===== src/rtl/uart_pkg.sv =====
// rtl/uart_pkg.sv - shared types and sampling constants for the oversampled UART receiver
package uart_pkg;

  typedef enum logic [2:0] {
    ST_IDLE,
    ST_START,
    ST_DATA,
    ST_PARITY,
    ST_STOP
  } rx_state_e;

  localparam int SAMPLES_PER_BIT = 16;
  localparam int SAMPLE_W        = $clog2(SAMPLES_PER_BIT);

  localparam logic [SAMPLE_W-1:0] VOTE_IDX_A      = SAMPLE_W'(7);
  localparam logic [SAMPLE_W-1:0] VOTE_IDX_B      = SAMPLE_W'(8);
  localparam logic [SAMPLE_W-1:0] VOTE_IDX_C      = SAMPLE_W'(9);
  localparam logic [SAMPLE_W-1:0] LAST_SAMPLE_IDX = SAMPLE_W'(SAMPLES_PER_BIT - 1);

  function automatic logic majority3(input logic a, input logic b, input logic c);
    return (a & b) | (a & c) | (b & c);
  endfunction

endpackage


===== src/rtl/uart_rx_fifo.sv =====
// rtl/uart_rx_fifo.sv - receive FIFO with first-word-fall-through head
module uart_rx_fifo #(
  parameter int WIDTH = 8,
  parameter int DEPTH = 4
) (
  input  logic                     clk_i,
  input  logic                     rst_ni,
  input  logic                     push_i,
  input  logic [WIDTH-1:0]         data_i,
  input  logic                     pop_i,
  output logic [WIDTH-1:0]         head_o,
  output logic [$clog2(DEPTH):0]   level_o,
  output logic                     full_o,
  output logic                     empty_o
);
  localparam int AW = $clog2(DEPTH);

  logic [WIDTH-1:0] mem_q [DEPTH];
  logic [AW:0]      wr_ptr_q, rd_ptr_q;
  logic             wr_en, rd_en;

  assign level_o = wr_ptr_q - rd_ptr_q;
  assign full_o  = (level_o == (AW + 1)'(DEPTH));
  assign empty_o = (wr_ptr_q == rd_ptr_q);
  assign head_o  = mem_q[rd_ptr_q[AW-1:0]];

  // A full FIFO still accepts a push when the head leaves in the same cycle.
  assign rd_en = pop_i && !empty_o;
  assign wr_en = push_i && (!full_o || rd_en);

  always_ff @(posedge clk_i or negedge rst_ni) begin
    if (!rst_ni) begin
      for (int i = 0; i < DEPTH; i++) mem_q[i] <= '0;
      wr_ptr_q <= '0;
      rd_ptr_q <= '0;
    end else begin
      if (wr_en) begin
        mem_q[wr_ptr_q[AW-1:0]] <= data_i;
        wr_ptr_q <= wr_ptr_q + 1'b1;
      end
      if (rd_en) rd_ptr_q <= rd_ptr_q + 1'b1;
    end
  end

endmodule


===== src/rtl/uart_rx_oversampled.sv =====
// rtl/uart_rx_oversampled.sv - 16x oversampled UART receiver with majority vote, error flags and FIFO
module uart_rx_oversampled
  import uart_pkg::*;
#(
  parameter int BAUD_DIV   = 27,
  parameter int DATA_BITS  = 8,
  parameter int PARITY_EN  = 1,
  parameter int PARITY_ODD = 0,
  parameter int FIFO_DEPTH = 4
) (
  input  logic                          clk_i,
  input  logic                          rst_ni,
  input  logic                          si_i,
  input  logic                          read_i,
  input  logic                          clear_err_i,
  output logic [DATA_BITS-1:0]          rx_data_o,
  output logic                          ninti_o,
  output logic [$clog2(FIFO_DEPTH):0]   level_o,
  output logic                          frame_err_o,
  output logic                          parity_err_o,
  output logic                          overrun_o
);
  localparam int   TW     = (BAUD_DIV > 1) ? $clog2(BAUD_DIV) : 1;
  localparam int   BW     = $clog2(DATA_BITS + 1);
  localparam logic ODD    = (PARITY_ODD != 0);

  rx_state_e             state_q;
  logic                  sync1_q, sync2_q, armed_q, vote_a_q, vote_b_q;
  logic [TW-1:0]         tick_cnt_q;
  logic [SAMPLE_W-1:0]   sample_q;
  logic [BW-1:0]         bit_cnt_q;
  logic [DATA_BITS-1:0]  shift_q;
  logic                  tick, decide, last_sample, bit_val, start_det;
  logic                  push, fifo_full, fifo_empty;
  logic                  frame_evt, parity_evt, overrun_evt;

  assign tick        = (tick_cnt_q == TW'(BAUD_DIV - 1));
  assign decide      = tick && (sample_q == VOTE_IDX_C);
  assign last_sample = tick && (sample_q == LAST_SAMPLE_IDX);
  assign bit_val     = majority3(vote_a_q, vote_b_q, sync2_q);
  assign start_det   = (state_q == ST_IDLE) && armed_q && !sync2_q;

  assign push        = (state_q == ST_STOP) && decide && bit_val;
  assign frame_evt   = (state_q == ST_STOP) && decide && !bit_val;
  assign parity_evt  = (state_q == ST_PARITY) && decide && ((^shift_q ^ bit_val) != ODD);
  assign overrun_evt = push && fifo_full && !read_i;
  assign ninti_o     = fifo_empty;

  always_ff @(posedge clk_i or negedge rst_ni) begin
    if (!rst_ni) begin
      sync1_q <= 1'b1;
      sync2_q <= 1'b1;
    end else begin
      sync1_q <= si_i;
      sync2_q <= sync1_q;
    end
  end

  always_ff @(posedge clk_i or negedge rst_ni) begin
    if (!rst_ni) begin
      tick_cnt_q <= '0;
      sample_q   <= '0;
      vote_a_q   <= 1'b0;
      vote_b_q   <= 1'b0;
    end else begin
      if (start_det) begin
        tick_cnt_q <= '0;
        sample_q   <= '0;
      end else if (tick) begin
        tick_cnt_q <= '0;
        sample_q   <= sample_q + 1'b1;
      end else begin
        tick_cnt_q <= tick_cnt_q + 1'b1;
      end
      if (tick && sample_q == VOTE_IDX_A) vote_a_q <= sync2_q;
      if (tick && sample_q == VOTE_IDX_B) vote_b_q <= sync2_q;
    end
  end

  // Leaving STOP at the mid-bit vote leaves half a bit of margin to catch the next start edge.
  always_ff @(posedge clk_i or negedge rst_ni) begin
    if (!rst_ni) begin
      state_q   <= ST_IDLE;
      armed_q   <= 1'b0;
      bit_cnt_q <= '0;
      shift_q   <= '0;
    end else begin
      case (state_q)
        ST_IDLE: begin
          if (!armed_q) begin
            armed_q <= sync2_q;
          end else if (!sync2_q) begin
            armed_q <= 1'b0;
            state_q <= ST_START;
          end
        end
        ST_START: begin
          if (decide && bit_val) begin
            state_q <= ST_IDLE;
          end else if (last_sample) begin
            bit_cnt_q <= '0;
            state_q   <= ST_DATA;
          end
        end
        ST_DATA: begin
          if (decide) begin
            shift_q   <= {bit_val, shift_q[DATA_BITS-1:1]};
            bit_cnt_q <= bit_cnt_q + 1'b1;
          end else if (last_sample && bit_cnt_q == BW'(DATA_BITS)) begin
            state_q <= (PARITY_EN != 0) ? ST_PARITY : ST_STOP;
          end
        end
        ST_PARITY: if (last_sample) state_q <= ST_STOP;
        ST_STOP:   if (decide) state_q <= ST_IDLE;
        default:   state_q <= ST_IDLE;
      endcase
    end
  end

  always_ff @(posedge clk_i or negedge rst_ni) begin
    if (!rst_ni) begin
      frame_err_o  <= 1'b0;
      parity_err_o <= 1'b0;
      overrun_o    <= 1'b0;
    end else begin
      frame_err_o  <= frame_evt   | (frame_err_o  & ~clear_err_i);
      parity_err_o <= parity_evt  | (parity_err_o & ~clear_err_i);
      overrun_o    <= overrun_evt | (overrun_o    & ~clear_err_i);
    end
  end

  uart_rx_fifo #(
    .WIDTH (DATA_BITS),
    .DEPTH (FIFO_DEPTH)
  ) u_fifo (
    .clk_i   (clk_i),
    .rst_ni  (rst_ni),
    .push_i  (push),
    .data_i  (shift_q),
    .pop_i   (read_i),
    .head_o  (rx_data_o),
    .level_o (level_o),
    .full_o  (fifo_full),
    .empty_o (fifo_empty)
  );

endmodule


===== config.mk =====
export PLATFORM = sky130hd
export DESIGN_NAME = uart_rx_oversampled
export DESIGN_NICKNAME = d
export VERILOG_FILES = /design/src/rtl/uart_pkg.sv /design/src/rtl/uart_rx_fifo.sv /design/src/rtl/uart_rx_oversampled.sv
export SDC_FILE = /design/constraint.sdc
export NUM_CORES = 1
export LEC_CHECK = 0
export ABC_CLOCK_PERIOD_IN_PS = 7350
export BUFFER_PORTS_ARGS = -buffer_cell sky130_fd_sc_hd__clkbuf_2
export CAP_MARGIN = 20
export CORE_MARGIN = 2
export CORE_UTILIZATION = 55
export DETAILED_ROUTE_END_ITERATION = 8
export PLACE_DENSITY = 0.82
export SLEW_MARGIN = 20
export SYNTH_ARGS = -nofsm -noshare
export SYNTH_HDL_FRONTEND = slang
export SYNTH_SLANG_ARGS = --single-unit

===== constraint.sdc =====
create_clock -name clk_i -period 7.35 [get_ports clk_i]
set_input_delay 0.3675 -clock clk_i [delete_from_list [all_inputs] [get_ports clk_i]]
set_output_delay 0.3675 -clock clk_i [all_outputs]
set_load 0.02 [all_outputs]

# ---- After elaboration in Yosys (flattened, before gate mapping)
# Index checks and enable logic that the tools add are counted.
dict set report word_totals {
  ff_bits 70
  output_inout_bits 15
  word_cells 121
}
dict set report classes {
  add_sub_neg 6
  magnitude_cmp 3
  n_eq_ne 22
  n_mux 25
  bitwise 15
  n_reduce_logical 31
}
# op n
set op_table {}
lappend op_table {{$bwmux 32} 1}
lappend op_table {{$mux 3} 8}
lappend op_table {{$mux 8} 3}
lappend op_table {{$mux 4} 5}
lappend op_table {{$logic_and 1x1->1} 18}
lappend op_table {{$ne 2x2->1 const B} 9}
lappend op_table {{$bmux 8 s2} 1}
lappend op_table {{$demux 8 s2} 1}
lappend op_table {{$eq 4x4->1 const B} 4}
lappend op_table {{$pmux 3 s5} 1}
lappend op_table {{$mux 5} 2}
lappend op_table {{$add 4x1->4 const B} 2}
lappend op_table {{$pmux 4 s2} 1}
lappend op_table {{$reduce_xor 8->1} 1}
lappend op_table {{$reduce_and 7->1} 1}
lappend op_table {{$add 3x1->3 const B} 2}
lappend op_table {{$and 1x1->1} 6}
lappend op_table {{$eq 3x2->1 const B} 2}
lappend op_table {{$eq 3x3->1 const B} 2}
lappend op_table {{$ge 3x3->1 const B} 2}
lappend op_table {{$not 2->3} 2}
lappend op_table {{$add 5x1->5 const B} 1}
lappend op_table {{$eq 5x5->1 const B} 1}
lappend op_table {{$logic_not 1->1} 5}
lappend op_table {{15 further kinds} 21}

# ---- Longest topological paths before layout
dict set report logic_depth {
  word_depth 7
  depth_mapped 9
}

# ---- By module
# From an unflattened synthesis, not the netlist that was laid out.
dict set report hier_totals {
  hier_cells 271
  area_unflattened_um2 3467.1
}
# mod instances cells_each area_each_um2 seq_area_each_um2
set modules_own_cells {}
lappend modules_own_cells {uart_rx_fifo 1 117 1819.2 950.9}
lappend modules_own_cells {uart_rx_oversampled 1 154 1647.8 803.3}

# ---- Worst setup path before layout
# OpenSTA, ideal clock, no wires.
dict set report synth_timing {
  path_kind {reg-to-reg}
  start {reg u_fifo.rd_ptr_q[1]}
  end {reg u_fifo.mem_q[24] in the netlist's numbering}
  arrival_ns 2.307
  path_slack_ns 4.919
  path_stages_with_launch 8
  path_buffers 1
  period_less_slack_ns 2.431
  path_cell_list {dfrtp_1 -> clkbuf_1 -> inv_1 -> ha_1 -> a31oi_1 -> nor2_4 -> nor3b_4 -> mux2_2}
}
dict set report synth_between {
  elab_chain_cells 5
}
# element line_no
set synth_lines {}
lappend synth_lines {{start: declaration} uart_rx_fifo.sv:19} ;# logic [AW:0] wr_ptr_q, rd_ptr_q;
lappend synth_lines {{start signal: assignment} uart_rx_fifo.sv:41} ;# if (rd_en) rd_ptr_q <= rd_ptr_q + 1'b1;
lappend synth_lines {{$sub 3x3->3 or $eq 3x3->1 (tied branches)} {uart_rx_fifo.sv:22, uart_rx_fifo.sv:24}}
lappend synth_lines {{$eq 3x3->1 or $logic_not 1->1 (tied branches)} {uart_rx_fifo.sv:23, uart_rx_fifo.sv:28}}
lappend synth_lines {{$logic_not 1->1 or $logic_and 1x1->1 (tied branches)} {uart_rx_fifo.sv:29, uart_rx_fifo.sv:28}}
lappend synth_lines {{$logic_or 1x1->1 (*)} uart_rx_fifo.sv:29} ;# assign wr_en = push_i && (!full_o || rd_en);
lappend synth_lines {{$logic_and 1x1->1 (*)} uart_rx_fifo.sv:29}
lappend synth_lines {{end signal: indexed assignment} uart_rx_fifo.sv:38} ;# mem_q[wr_ptr_q[AW-1:0]] <= data_i;
lappend synth_lines {{end: declaration} uart_rx_fifo.sv:18} ;# logic [WIDTH-1:0] mem_q [DEPTH];
# Mark *: on every way between the ends. The rest lies on a longest branch, timed or not.
# A chain may end at the register's enable or synchronous reset.

# ---- Worst setup path in the final report
dict set report layout_timing {
  start {reg u_fifo.rd_ptr_q[0]}
  end {reg u_fifo.mem_q[13] in the netlist's numbering}
}
# Same word-level chain as after synthesis.

==> impl_metrics.env <==
export IMPL_io_buffers=19
export IMPL_clk_latency_ns=0.34
export IMPL_yosysTopAreaCell="dfrtp_1"
export IMPL_yosys_top_cells_count="dfrtp_1, mux2_2, ha_1, inv_1, nand2_1"
export IMPL_clockBufferDepth=2
export IMPL_drt_initial_drc_count=169
export IMPL_netSwitchingPower_uw=320
export IMPL_p_sw_share_pct=31.6
export IMPL_drive_above_1_share_pct=33.3
export IMPL_start_util_pct=57.6
export IMPL_fmax_mhz=349
export IMPL_cts_tree="built"
export IMPL_diodes=0
export IMPL_cts_resized=0
export IMPL_syn_cell_area_sq_mm=0.00345
export IMPL_synth_edff_count=0
export IMPL_relSlewSlack_pct=43.1
export IMPL_register_area_sq_mm=0.00175
export IMPL_die_w_microns=83.2
export IMPL_die_h_microns=83.2
export IMPL_grt_max_degree=71
export IMPL_path_class="reg -> reg"
export IMPL_fillers=437
export IMPL_dpl_cell_area_sq_mm=0.00363
export IMPL_cts_sinks=70
export IMPL_clock_skew_ns=0.0117
export IMPL_yosysMostFrequentCell="dfrtp_1"
export IMPL_peakVddDrop_mv=0.180
export IMPL_ys_ff_latch=70
export IMPL_area_delta_synth_final_pct=11.4
export IMPL_grt_pass1_vias=2228
export IMPL_grt_usage_pct=20.2
export IMPL_grt_ovfl_total=0
export IMPL_intPower_uw=692
export IMPL_cp_max_fo=11
export IMPL_ys_warn_count=0
export IMPL_setup_violations=0
export IMPL_ant_nets=0
export IMPL_async_reset_ff_share_pct=100
export IMPL_place_gp_congestion=0.799
export IMPL_finalHoldViolCount=0
export IMPL_critPathArrivalTime_ns=3.09
export IMPL_htree_levels=3
export IMPL_viasPerCell=5.66
export IMPL_power_frac_seq_pct=47.1
export IMPL_hold_class="in -> reg"
export IMPL_multi_input_area_sq_mm=0.00162
export IMPL_cap_violations=0
export IMPL_io_pins=20
export IMPL_stdcell_area_sq_mm=0.00384
export IMPL_period_needed_ns=2.87
export IMPL_combPwrFrac_pct=21.6
export IMPL_syn_avg_cell_area_sq_um=13.2
export IMPL_vias=2088
export IMPL_wire_per_inst_microns=17.0
export IMPL_outcome="finished, final reports clean"
export IMPL_cts_hold_buffers_added=0
export IMPL_clk_pin_slew_ns=0.08
export IMPL_core_sq_mm=0.00599
export IMPL_dpl_hpwl_microns=4220
export IMPL_wirelength_microns=6260
export IMPL_antenna_found_initial=0
export IMPL_tightest_slew_ns=0.854
export IMPL_root_buffer="clkbuf_8"
export IMPL_netlist_cell_type_count=44
export IMPL_cp_required_ns=7.57
export IMPL_cts_made_buffers=9
export IMPL_final_setup_tns_ns=0
export IMPL_die_area_sq_mm=0.00692
export IMPL_syn_num_nets=281
export IMPL_yosysSeqAreaShare_pct=50.9
export IMPL_synth_ff_type="dfrtp_1"
export IMPL_postCtsSetupRepairBufs=0
export IMPL_drc_errors=0
export IMPL_netlist_area_leader_share_pct=49.3
export IMPL_power_density_mw_per_mm2=263
export IMPL_pwr_share_clk_pct=31.4
export IMPL_rsz0062_at_grt="false"
export IMPL_p_leak_uw=0.00182
export IMPL_grt_pass1_wl_microns=11000
export IMPL_nets=309
export IMPL_worst_setup_path_start_kind="flip-flop"
export IMPL_first_pass_iters=4
export IMPL_finalCritPeriodShare_pct=39.0
export IMPL_cp_end_kind="flip-flop"
export IMPL_synthCells=261
export IMPL_synthTopCellsByArea="dfrtp_1, mux2_2, mux4_2"
export IMPL_rows=28
export IMPL_slew_viol_final=0
[metal layers]
| metal | share of wire [%] | routed length (microns) | track usage (%) | vias to the layer above |
|---|---|---|---|---|
| met5 | 0 | 0 | 0 | - |
| met4 | 1.8 | 110 | 9.99 | 0 |
| met3 | 3.9 | 246 | 4.97 | 8 |
| met2 | 49 | 3040 | 30.9 | 45 |
| met1 | 46 | 2860 | 27.0 | 1049 |
| li1 | - | - | - | 986 |
[stage by stage]
stage          instances  utilization, %  worst slack (ns)  hold slack [ns]  power, uW
2_1_floorplan        261               -              4.92           0.0719        642
3_3_place_gp         353            60.7              4.53            0.346        694
3_5_place_dp         353            60.7              4.49            0.347        702
4_1_cts              369            64.2              4.46           0.0872       1020
5_1_grt              369            64.2              4.29           0.0894       1070
6_report             369            64.2              4.48            0.104       1010
[state kept, by name (all words and copies together), names as in the netlist, 3 cells and up]
signal           cells
sample_q             4
u_fifo.mem_q        32
u_fifo.wr_ptr_q      3
state_q              3
u_fifo.rd_ptr_q      3
shift_q              8
bit_cnt_q            4
tick_cnt_q           5
[path summary, 6_finish.rpt]
| path | start | to | slack [ns] | cells past startpoint |
|---|---|---|---|---|
| min reg2reg | sync1_q | sync2_q | 0.36 | 0 |
| min | si_i | sync1_q | 0.10 | 1 |
| max | u_fifo.rd_ptr_q[0] | u_fifo.mem_q[13] | 4.48 | 5 |
| max reg2reg | u_fifo.rd_ptr_q[0] | u_fifo.mem_q[13] | 4.48 | 5 |
| max in group asynchronous | rst_ni | shift_q[2] | 6.58 | 2 |
| min in group asynchronous | rst_ni | parity_err_o | 0.23 | 2 |
[cell families after synthesis]
logic type                 Yosys count  share of synthesized area (%)
DFF                                 70                           50.9
and+or+nand+nor                     60                           11.0
muxes                               52                           19.6
AOI/OAI and AO/OA                   25                           5.01
xor gates and xnor gates            20                           5.51
buffers and inverters               18                           2.07
adders and majority gates           16                           5.95
[cell usage in the layout, fill, tap and decap left out, types with 5 or more instances in the layout]
cell	count
nand2b_1	5
nor2_1	12
xnor2_1	12
clkbuf_8	11
mux4_2	8
o21ai_0	7
nand3_1	6
dfrtp_1	68
xor2_1	7
inv_1	14
mux2_2	43
clkbuf_2	18
ha_1	14
nand2_1	14
[layout make-up]
cell class	count	share of cell area, %
multi-input combinational	173	42.3
clock inverter	5	1.50
sequential	70	45.6
timing repair buffer	21	2.86
tap	75	2.44
inverter	14	1.37
clock buffer	11	3.94
[worst max-delay path, stage by stage (launching register included)]
cell	delay, ns
dfrtp_1	0.76
ha_1	0.39
a31oi_1	0.53
nor2_4	0.15
nor3b_4	0.52
mux2_2	0.39
[power groups by stage]
stage / Sequential (uW) / Clock [uW] / Combinational (uW)
2_1_floorplan: 452 / 0 / 190
3_3_place_gp: 481 / 0 / 213
3_5_place_dp: 484 / 0 / 218
4_1_cts: 477 / 325 / 220
5_1_grt: 485 / 345 / 244
6_report: 476 / 318 / 218
Power figures use the tool's default switching activity.
